File: src/rtl/ad7606_emu_pkg.sv
`default_nettype none
// ============================================================================
//  Module   : ad7606_emu_pkg
//  Brief    : Shared constants, state encodings and helpers for ad7606_emu.
//  Revision : 1.0 - initial release
// ============================================================================
package ad7606_emu_pkg;

    localparam int c_num_ch      = 8;
    localparam int c_data_w      = 16;
    localparam int c_frame_w     = 13;
    localparam int c_ch_w        = 3;
    localparam int c_cnt_w       = 24;
    localparam int c_rst_cnt_w   = 8;
    localparam int c_t_delay     = 2;
    localparam int c_conv_cycles = 200;
    localparam int c_rst_cycles  = 3;

    localparam logic [1:0] c_st_idle = 2'd0;
    localparam logic [1:0] c_st_wait = 2'd1;
    localparam logic [1:0] c_st_conv = 2'd2;
    localparam logic [1:0] c_st_rst  = 2'd3;

    typedef logic [c_frame_w-1:0] frame_t;

    // Oversampling code 7 is reserved on the real part and behaves as no oversampling.
    function automatic logic [2:0] os_effective(input logic [2:0] os);
        return (os == 3'd7) ? 3'd0 : os;
    endfunction

endpackage
`default_nettype wire

File: src/rtl/ad7606_emu.sv
`default_nettype none
// ============================================================================
//  Module   : ad7606_emu
//  Brief    : Cycle-level AD7606 responder producing busy timing and a
//             deterministic {channel, frame} sample pattern on the read port.
//  Revision : 1.0 - initial release
// ============================================================================
module ad7606_emu
    import ad7606_emu_pkg::*;
#(
    parameter int NUM_CH      = c_num_ch,
    parameter int DATA_W      = c_data_w,
    parameter int T_DELAY     = c_t_delay,
    parameter int CONV_CYCLES = c_conv_cycles,
    parameter int RST_CYCLES  = c_rst_cycles
) (
    input  logic                 clk_50_0,
    input  logic                 reset_syn,
    input  logic [2:0]           ad_os,
    input  logic                 ad_cs,
    input  logic                 ad_rd,
    input  logic                 ad_reset,
    input  logic                 ad_convstab,
    output logic [DATA_W-1:0]    ad_data,
    output logic                 ad_busy,
    output logic                 first_data,
    output logic [c_frame_w-1:0] frame_cnt,
    output logic                 overrun_err
);

    logic [1:0]             r_state;
    logic [c_cnt_w-1:0]     r_cnt;
    logic [2:0]             r_os;
    logic [c_rst_cnt_w-1:0] r_rst_cnt;
    logic                   r_convst_q;
    logic                   r_rd_q;
    logic [c_ch_w-1:0]      r_ch_idx;
    logic [DATA_W-1:0]      r_ad_data;
    logic                   r_busy;
    logic                   r_first;
    frame_t                 r_frame_cnt;
    logic                   r_overrun;

    logic                   w_convst_rise;
    logic                   w_rd_fall;
    logic [DATA_W-1:0]      w_sample;
    logic [c_cnt_w-1:0]     w_conv_len;
    logic [c_ch_w-1:0]      w_ch_next;
    logic                   w_rst_valid;

    assign w_convst_rise = ad_convstab & ~r_convst_q;
    assign w_rd_fall     = ~ad_rd & r_rd_q;
    assign w_sample      = DATA_W'({r_ch_idx, r_frame_cnt});
    assign w_conv_len    = (c_cnt_w'(CONV_CYCLES) << r_os) - c_cnt_w'(1);
    assign w_ch_next     = (r_ch_idx == c_ch_w'(NUM_CH - 1)) ? '0 : r_ch_idx + c_ch_w'(1);
    assign w_rst_valid   = (r_rst_cnt >= c_rst_cnt_w'(RST_CYCLES));

    always_ff @(posedge clk_50_0 or negedge reset_syn) begin
        if (!reset_syn) begin
            r_state     <= c_st_idle;
            r_cnt       <= '0;
            r_os        <= '0;
            r_rst_cnt   <= '0;
            r_convst_q  <= 1'b0;
            r_rd_q      <= 1'b1;
            r_ch_idx    <= '0;
            r_ad_data   <= '0;
            r_busy      <= 1'b0;
            r_first     <= 1'b0;
            r_frame_cnt <= '0;
            r_overrun   <= 1'b0;
        end else begin
            r_convst_q <= ad_convstab;
            r_rd_q     <= ad_rd;

            if (ad_reset) begin
                r_state <= c_st_rst;
                r_busy  <= 1'b0;
                if (r_state != c_st_rst) begin
                    r_rst_cnt <= c_rst_cnt_w'(1);
                end else if (!w_rst_valid) begin
                    r_rst_cnt <= r_rst_cnt + c_rst_cnt_w'(1);
                end
            end else begin
                // Read port runs ahead of the FSM so an end-of-conversion ch_idx clear wins.
                if (r_state != c_st_rst) begin
                    if (ad_cs) begin
                        r_ad_data <= '0;
                        r_first   <= 1'b0;
                    end else if (w_rd_fall) begin
                        r_ad_data <= w_sample;
                        r_first   <= (r_ch_idx == '0);
                        r_ch_idx  <= w_ch_next;
                    end
                end

                case (r_state)
                    c_st_idle: begin
                        if (w_convst_rise) begin
                            r_state <= c_st_wait;
                            r_cnt   <= c_cnt_w'(T_DELAY - 1);
                            r_os    <= os_effective(ad_os);
                        end
                    end
                    c_st_wait: begin
                        if (w_convst_rise) begin
                            r_overrun <= 1'b1;
                        end
                        if (r_cnt == '0) begin
                            r_state <= c_st_conv;
                            r_busy  <= 1'b1;
                            r_cnt   <= w_conv_len;
                        end else begin
                            r_cnt <= r_cnt - c_cnt_w'(1);
                        end
                    end
                    c_st_conv: begin
                        if (w_convst_rise) begin
                            r_overrun <= 1'b1;
                        end
                        if (r_cnt == '0) begin
                            r_state     <= c_st_idle;
                            r_busy      <= 1'b0;
                            r_frame_cnt <= r_frame_cnt + frame_t'(1);
                            r_ch_idx    <= '0;
                        end else begin
                            r_cnt <= r_cnt - c_cnt_w'(1);
                        end
                    end
                    default: begin
                        // A pulse too short to count only aborts; counters survive.
                        r_state <= c_st_idle;
                        if (w_rst_valid) begin
                            r_frame_cnt <= '0;
                            r_ch_idx    <= '0;
                            r_overrun   <= 1'b0;
                        end
                    end
                endcase
            end
        end
    end

    assign ad_data     = r_ad_data;
    assign ad_busy     = r_busy;
    assign first_data  = r_first;
    assign frame_cnt   = r_frame_cnt;
    assign overrun_err = r_overrun;

endmodule
`default_nettype wire

File: config.mk
export PLATFORM = sky130hd
export DESIGN_NAME = ad7606_emu
export DESIGN_NICKNAME = d
export VERILOG_FILES = /design/src/rtl/ad7606_emu_pkg.sv /design/src/rtl/ad7606_emu.sv
export SDC_FILE = /design/constraint.sdc
export NUM_CORES = 1
export LEC_CHECK = 0
export BUFFER_PORTS_ARGS = -buffer_cell sky130_fd_sc_hd__clkbuf_2
export CORE_MARGIN = 3
export CORE_UTILIZATION = 40
export CTS_CLUSTER_SIZE = 30
export DETAILED_ROUTE_END_ITERATION = 16
export HOLD_SLACK_MARGIN = 0.06
export SYNTH_ARGS = -nofsm -noshare
export SYNTH_HDL_FRONTEND = slang
export SYNTH_SLANG_ARGS = --single-unit
File: constraint.sdc
create_clock -name clk_50_0 -period 2.64 [get_ports clk_50_0]
set_clock_uncertainty 0.15 [all_clocks]
set_input_delay 0.396 -clock clk_50_0 [delete_from_list [all_inputs] [get_ports clk_50_0]]
set_output_delay 0.396 -clock clk_50_0 [all_outputs]
set_load 0.03 [all_outputs]
# ---- Yosys cells after proc, flatten, opt, wreduce, memory -nomap -nowiden
# Index checks and enable logic that the tools add are counted.
dict set report word_totals {
  elab_cells 90
  input_bits 9
  register_bits 74
  out_inout_bits 32
}
dict set report op_classes {
  reduce_logical 18
  n_eq_ne 13
  mux 33
  order_cmp 1
  shift 1
  bitwise_logic 7
  n_addsub 5
}
# operator count
set ops {}
lappend ops {{$mux W24} 3}
lappend ops {{$pmux W24 S3} 1}
lappend ops {{$mux W16} 2}
lappend ops {{$mux W13} 2}
lappend ops {{$pmux W13 S2} 1}
lappend ops {{$logic_not A24 Y1} 1}
lappend ops {{$shl A8 B3 Y24 const A} 1}
lappend ops {{$sub A24 B1 Y24 const B} 1}
lappend ops {{$sub A24 B2 Y24 const B} 1}
lappend ops {{$mux W3} 7}
lappend ops {{$mux W8} 2}
lappend ops {{$add A13 B1 Y13 const B} 1}
lappend ops {{$reduce_and A3 Y1} 4}
lappend ops {{$reduce_and A4 Y1} 3}
lappend ops {{$ne A3 B3 Y1 const B} 3}
lappend ops {{$add A8 B1 Y8 const B} 1}
lappend ops {{$ge A8 B2 Y1 const B} 1}
lappend ops {{$mux W2} 4}
lappend ops {{$ne A2 B2 Y1 const B} 4}
lappend ops {{$mux W1} 7}
lappend ops {{$eq A3 B3 Y1 const B} 2}
lappend ops {{$pmux W2 S3} 1}
lappend ops {{$pmux W3 S2} 1}
lappend ops {{$reduce_bool A2 Y1} 3}
lappend ops {{other kinds (12)} 21}

# ---- Depth between registers and ports, before layout
dict set report depth {
  ltp_word 7
  depth_mapped 11
  ltp_nobuf 10
}

# ---- Least setup slack after synthesis
# No wires, ideal clock.
dict set report synth_timing {
  path_kind {reg-to-reg}
  start {register r_state[0]}
  end {register r_frame_cnt[10] (netlist: frame_cnt[10])}
  path_buffers 0
  path_stages_with_launch 8
  slack_ns -0.034
  arrival_time_ns 2.397
  setup_ns 0.128
  synth_period_minus_slack_ns 2.674
  required_ns 2.362
  path_cell_list {dfrtp_1 inv_1 ha_1 or2_2 nor4_1 nor2_2 nor4_2 mux2_1}
}
dict set report synth_between {
  elab_chain_cells 4
  elab_cells_between_ends 9
  cone_classes {eq/ne: 3; mux: 1; bitwise: 1; reduce/logical: 4}
}
# item line
set synth_rtl {}
lappend synth_rtl {{start: declaration} ad7606_emu.sv:31} ;# logic [1:0] r_state;
lappend synth_rtl {{start signal: assignment} ad7606_emu.sv:60} ;# r_state <= c_st_idle;
lappend synth_rtl {{start signal: assignment} ad7606_emu.sv:77} ;# r_state <= c_st_rst;
lappend synth_rtl {{start signal: assignment} ad7606_emu.sv:100} ;# r_state <= c_st_wait;
lappend synth_rtl {{$eq A2 B1 Y1 / $logic_not A2 Y1 (equally long branches)} ad7606_emu.sv:97} ;# case (r_state)
lappend synth_rtl {{$reduce_or A2 Y1 (no source line)} -}
lappend synth_rtl {{$not A1 Y1 (no source line)} -}
lappend synth_rtl {{$reduce_and A4 Y1 (no source line)} -}
lappend synth_rtl {{end signal: assignment} ad7606_emu.sv:124} ;# r_frame_cnt <= r_frame_cnt + frame_t'(1);
lappend synth_rtl {{end: declaration} ad7606_emu.sv:41} ;# frame_t r_frame_cnt;
# Several ways; a longest one is shown, not always the timed one.
# A chain may end at the register's enable or synchronous reset.

# ---- Worst setup path after layout
dict set report layout_timing {
  start {register r_state[1]}
  end {register r_frame_cnt[10] (netlist: frame_cnt[10])}
}
# The elaborated chain is that of the path after synthesis.

==> metrics <==
outcome=completed; total instance count after detailed placement=695; worst slew pin tran=between 1 and 1.5 ns; Unique masters post-synth=66; Num CTS Buffers=9; average via count per standard cell=5.507; cell at the root of the clock tree=clkbuf_8; main flop type after synthesis=dfrtp_1; drt first pass iters=4; CTS sink count=74; Final Hold Vio Count=0; Crit path required time=2.73 ns; count of vias placed by the detailed router=3932; Die Height=110.7 microns; post-cts sizing count=0; total grt overflow=0; DRC violations left=0; clock-pin slew on the worst setup and hold paths=0.08 ns; setup repair after global routing missed its margin=false; die footprint=12260 sq um; area growth from synthesis to final layout=20.65%; count of state elements after synthesis=74; Non-Filler Instances=714; count of yosys warnings during synthesis=0; kind of launch point of the worst setup path=flop; proportion of synthesized flip-flops having asynchronous set or reset=100.0%; final estimated routing congestion in global placement=around 0.9; number of instances in the synthesized netlist=about 490; worst-case clock buffer depth=2; final HPWL from detailed placement=8475 microns; Post-Syn Area=4387 sq um; final routed wire length divided by cell count=15.96 microns; number of global-route vias before repair=3983; standard-cell row count=37; Final nets=roughly 600; Max VDD drop=661.4 uV; antenna diode instance count=0; arrival time of data at the critical path endpoint=roughly 2.6 ns; number of fill cells in the layout=between 900 and 1000; total core area=around 11000 sq um; element type at the critical path end=flop; power per cell area=around 1200 nW/um^2; maximum net fanout on the critical path=4; sequential-to-total area share from yosys stat=42.24%; number of buffers inserted by post-CTS setup repair=0; total power draw=~6.6 mW; I/O Pins=41; number of enable-type register cells in the synthesized netlist=0; average size of a mapped cell=8.971 sq um; number of DRC markers after the initial detailed-route iteration=between 200 and 300; layout cell share with drive strength beyond 1=22.15%; clock tree from TritonCTS=built; worst hold margin=0.1537 ns; share of the cycle needed by the critical path after routing=94.70%; max-cap check violation count=0; number of nets with antenna violations after routing=0; final setup violation count=0; wire length of the first global-routing pass=19640 microns; total of hold buffers inserted after clock tree synthesis=3; Routed Wire Length=11390 microns; final worst path period need=2.500 ns; initial core utilization=between 40% and 50%; setup TNS=0 ns; leakage power=2.424 nW; Max Freq=400.0 MHz; HP Class=in2reg; total routing usage reported by global routing=19.31%; number of nets produced by synthesis=514; critical path class=reg2reg; largest net degree at the start of global routing=46; initial antenna violation count=0; fin. max-slew vios=0; number of H-tree levels=3; number of buffers inserted by port buffering=40; worst relative slew slack=a little over a quarter; clock latency on the worst-skew pair=roughly 0.35 ns; die width=110.7 microns
-- Yosys cell counts, types with 2 or more instances --
library cell	n	area (sq um)
o31a_1	2	17.52
o31ai_1	10	75.07
nand2_1	61	229.0
xor2_1	10	87.58
nor4_1	10	62.56
a2111oi_0	2	17.52
a21oi_1	27	135.1
o22ai_1	3	18.77
a31oi_1	6	37.54
nor4_4	3	63.81
o21ai_0	46	230.2
dfrtp_1	73	1827
nor2b_1	8	50.05
a21o_1	3	22.52
o21ai_1	2	10.01
nor2_1	36	135.1
nor3b_1	4	30.03
and2_1	7	43.79
a22o_1	5	43.79
or3_1	5	31.28
inv_1	15	56.30
or2_2	2	12.51
clkbuf_1	14	52.55
a211o_1	3	26.28
o211ai_1	3	22.52
xnor2_1	9	78.83
nand4_1	6	37.54
o2111ai_1	4	35.03
a211oi_1	2	15.01
buf_6	2	22.52
nor4_2	3	37.54
a32o_1	2	20.02
ha_1	16	200.2
or4_1	2	15.01
buf_2	2	10.01
nand2b_1	16	100.1
nor3_1	16	80.08
mux2i_1	2	20.02
nor3_2	2	20.02
nand3_1	19	95.09
-- sequential cells by signal, summed over array words and instances, names as in the netlist --
register	flops
r_cnt	24
r_rst_cnt	8
overrun_err	1
ad_data	16
r_rd_q	1
r_os	3
first_data	1
r_ch_idx	3
ad_busy	1
frame_cnt	13
r_state	2
r_convst_q	1
-- layout by cell type, fill, tap and decap left out, drive strengths merged, types with 8 or more instances in the layout --
master  count
dfrtp      73
nand2      61
buf        50
o21ai      49
clkbuf     49
nor2       37
a21oi      27
nand3      21
nor3       18
inv        17
nand2b     16
ha         16
nor4       16
o31ai      11
xor2       10
xnor2       9
nor2b       8
-- metal layers --
metal,up-vias,wire [microns],GRT usage [%]
met2,120,5342,31.07
li1,1934,-,-
met3,21,569,3.330
met1,1857,5244,26.31
met4,0,236,6.732
met5,-,0,0
-- power by group --
| group | total [mW] | internal, mW | switching [mW] |
|---|---|---|---|
| combinational | 4.04 | 1.61 | 2.44 |
| clock | 0.888 | 0.439 | 0.449 |
| sequential | 1.65 | 1.38 | 0.266 |
-- path summary, 6_finish.rpt --
kind | from | to | slack (ns) | cells past startpoint
worst max-delay path | r_state[1]$_DFFE_PN0P_ | frame_cnt[10]$_DFFE_PN0P_ | 0.14 | 7
worst min-delay path | ad_os[0] | r_os[0]$_DFFE_PN0P_ | 0.15 | 3
worst max register to register | r_state[1]$_DFFE_PN0P_ | frame_cnt[10]$_DFFE_PN0P_ | 0.14 | 7
worst min register to register | ad_data[5]$_DFFE_PN0P_ | ad_data[5]$_DFFE_PN0P_ | 0.33 | 2
max in group asynchronous | reset_syn | r_cnt[5]$_DFFE_PN0P_ | 1.32 | 3
min in group asynchronous | reset_syn | ad_data[12]$_DFFE_PN0P_ | 0.44 | 2
-- cell families after synthesis --
logic type,synth area share (%)
DFF,42.24
buffers and inverters,3.480
adders and majority gates,4.564
AOI/OAI and AO/OA,19.05
xor gates and xnor gates,3.794
muxes,0.7131
and+or+nand+nor,26.16
-- critical path, cell delays in order, from the launching register on --
cell and delay, ns:
dfrtp_1 0.43, inv_1 0.09, ha_1 0.22, or4_4 0.55, nor4_4 0.26, nor2_2 0.07, nor4_2 0.29, mux2_1 0.34
-- stage by stage --
step / instance area (sq um) / setup WS [ns] / util (%)
5_1_grt: 5293 / 0.01948 / 50.36
3_3_place_gp: 5070 / 0.1909 / 48.24
6_report: 5293 / 0.1400 / 50.36
3_5_place_dp: 5070 / 0.1206 / 48.24
2_1_floorplan: 4405 / 0.008237 / -
4_1_cts: 5293 / 0.1228 / 50.36
-- final cells by class --
type / count / area [sq um] / area share (%)
multi-input combinational: 380 / 2404 / 45.41
timing repair buffer: 92 / 613.1 / 11.58
clock inverter: 6 / 65.06 / 1.229
sequential: 74 / 1853 / 35.01
tap: 136 / 170.2 / 3.215
inverter: 16 / 60.06 / 1.135
clock buffer: 10 / 127.6 / 2.411
Note: power is estimated with default switching activity, not from simulation.
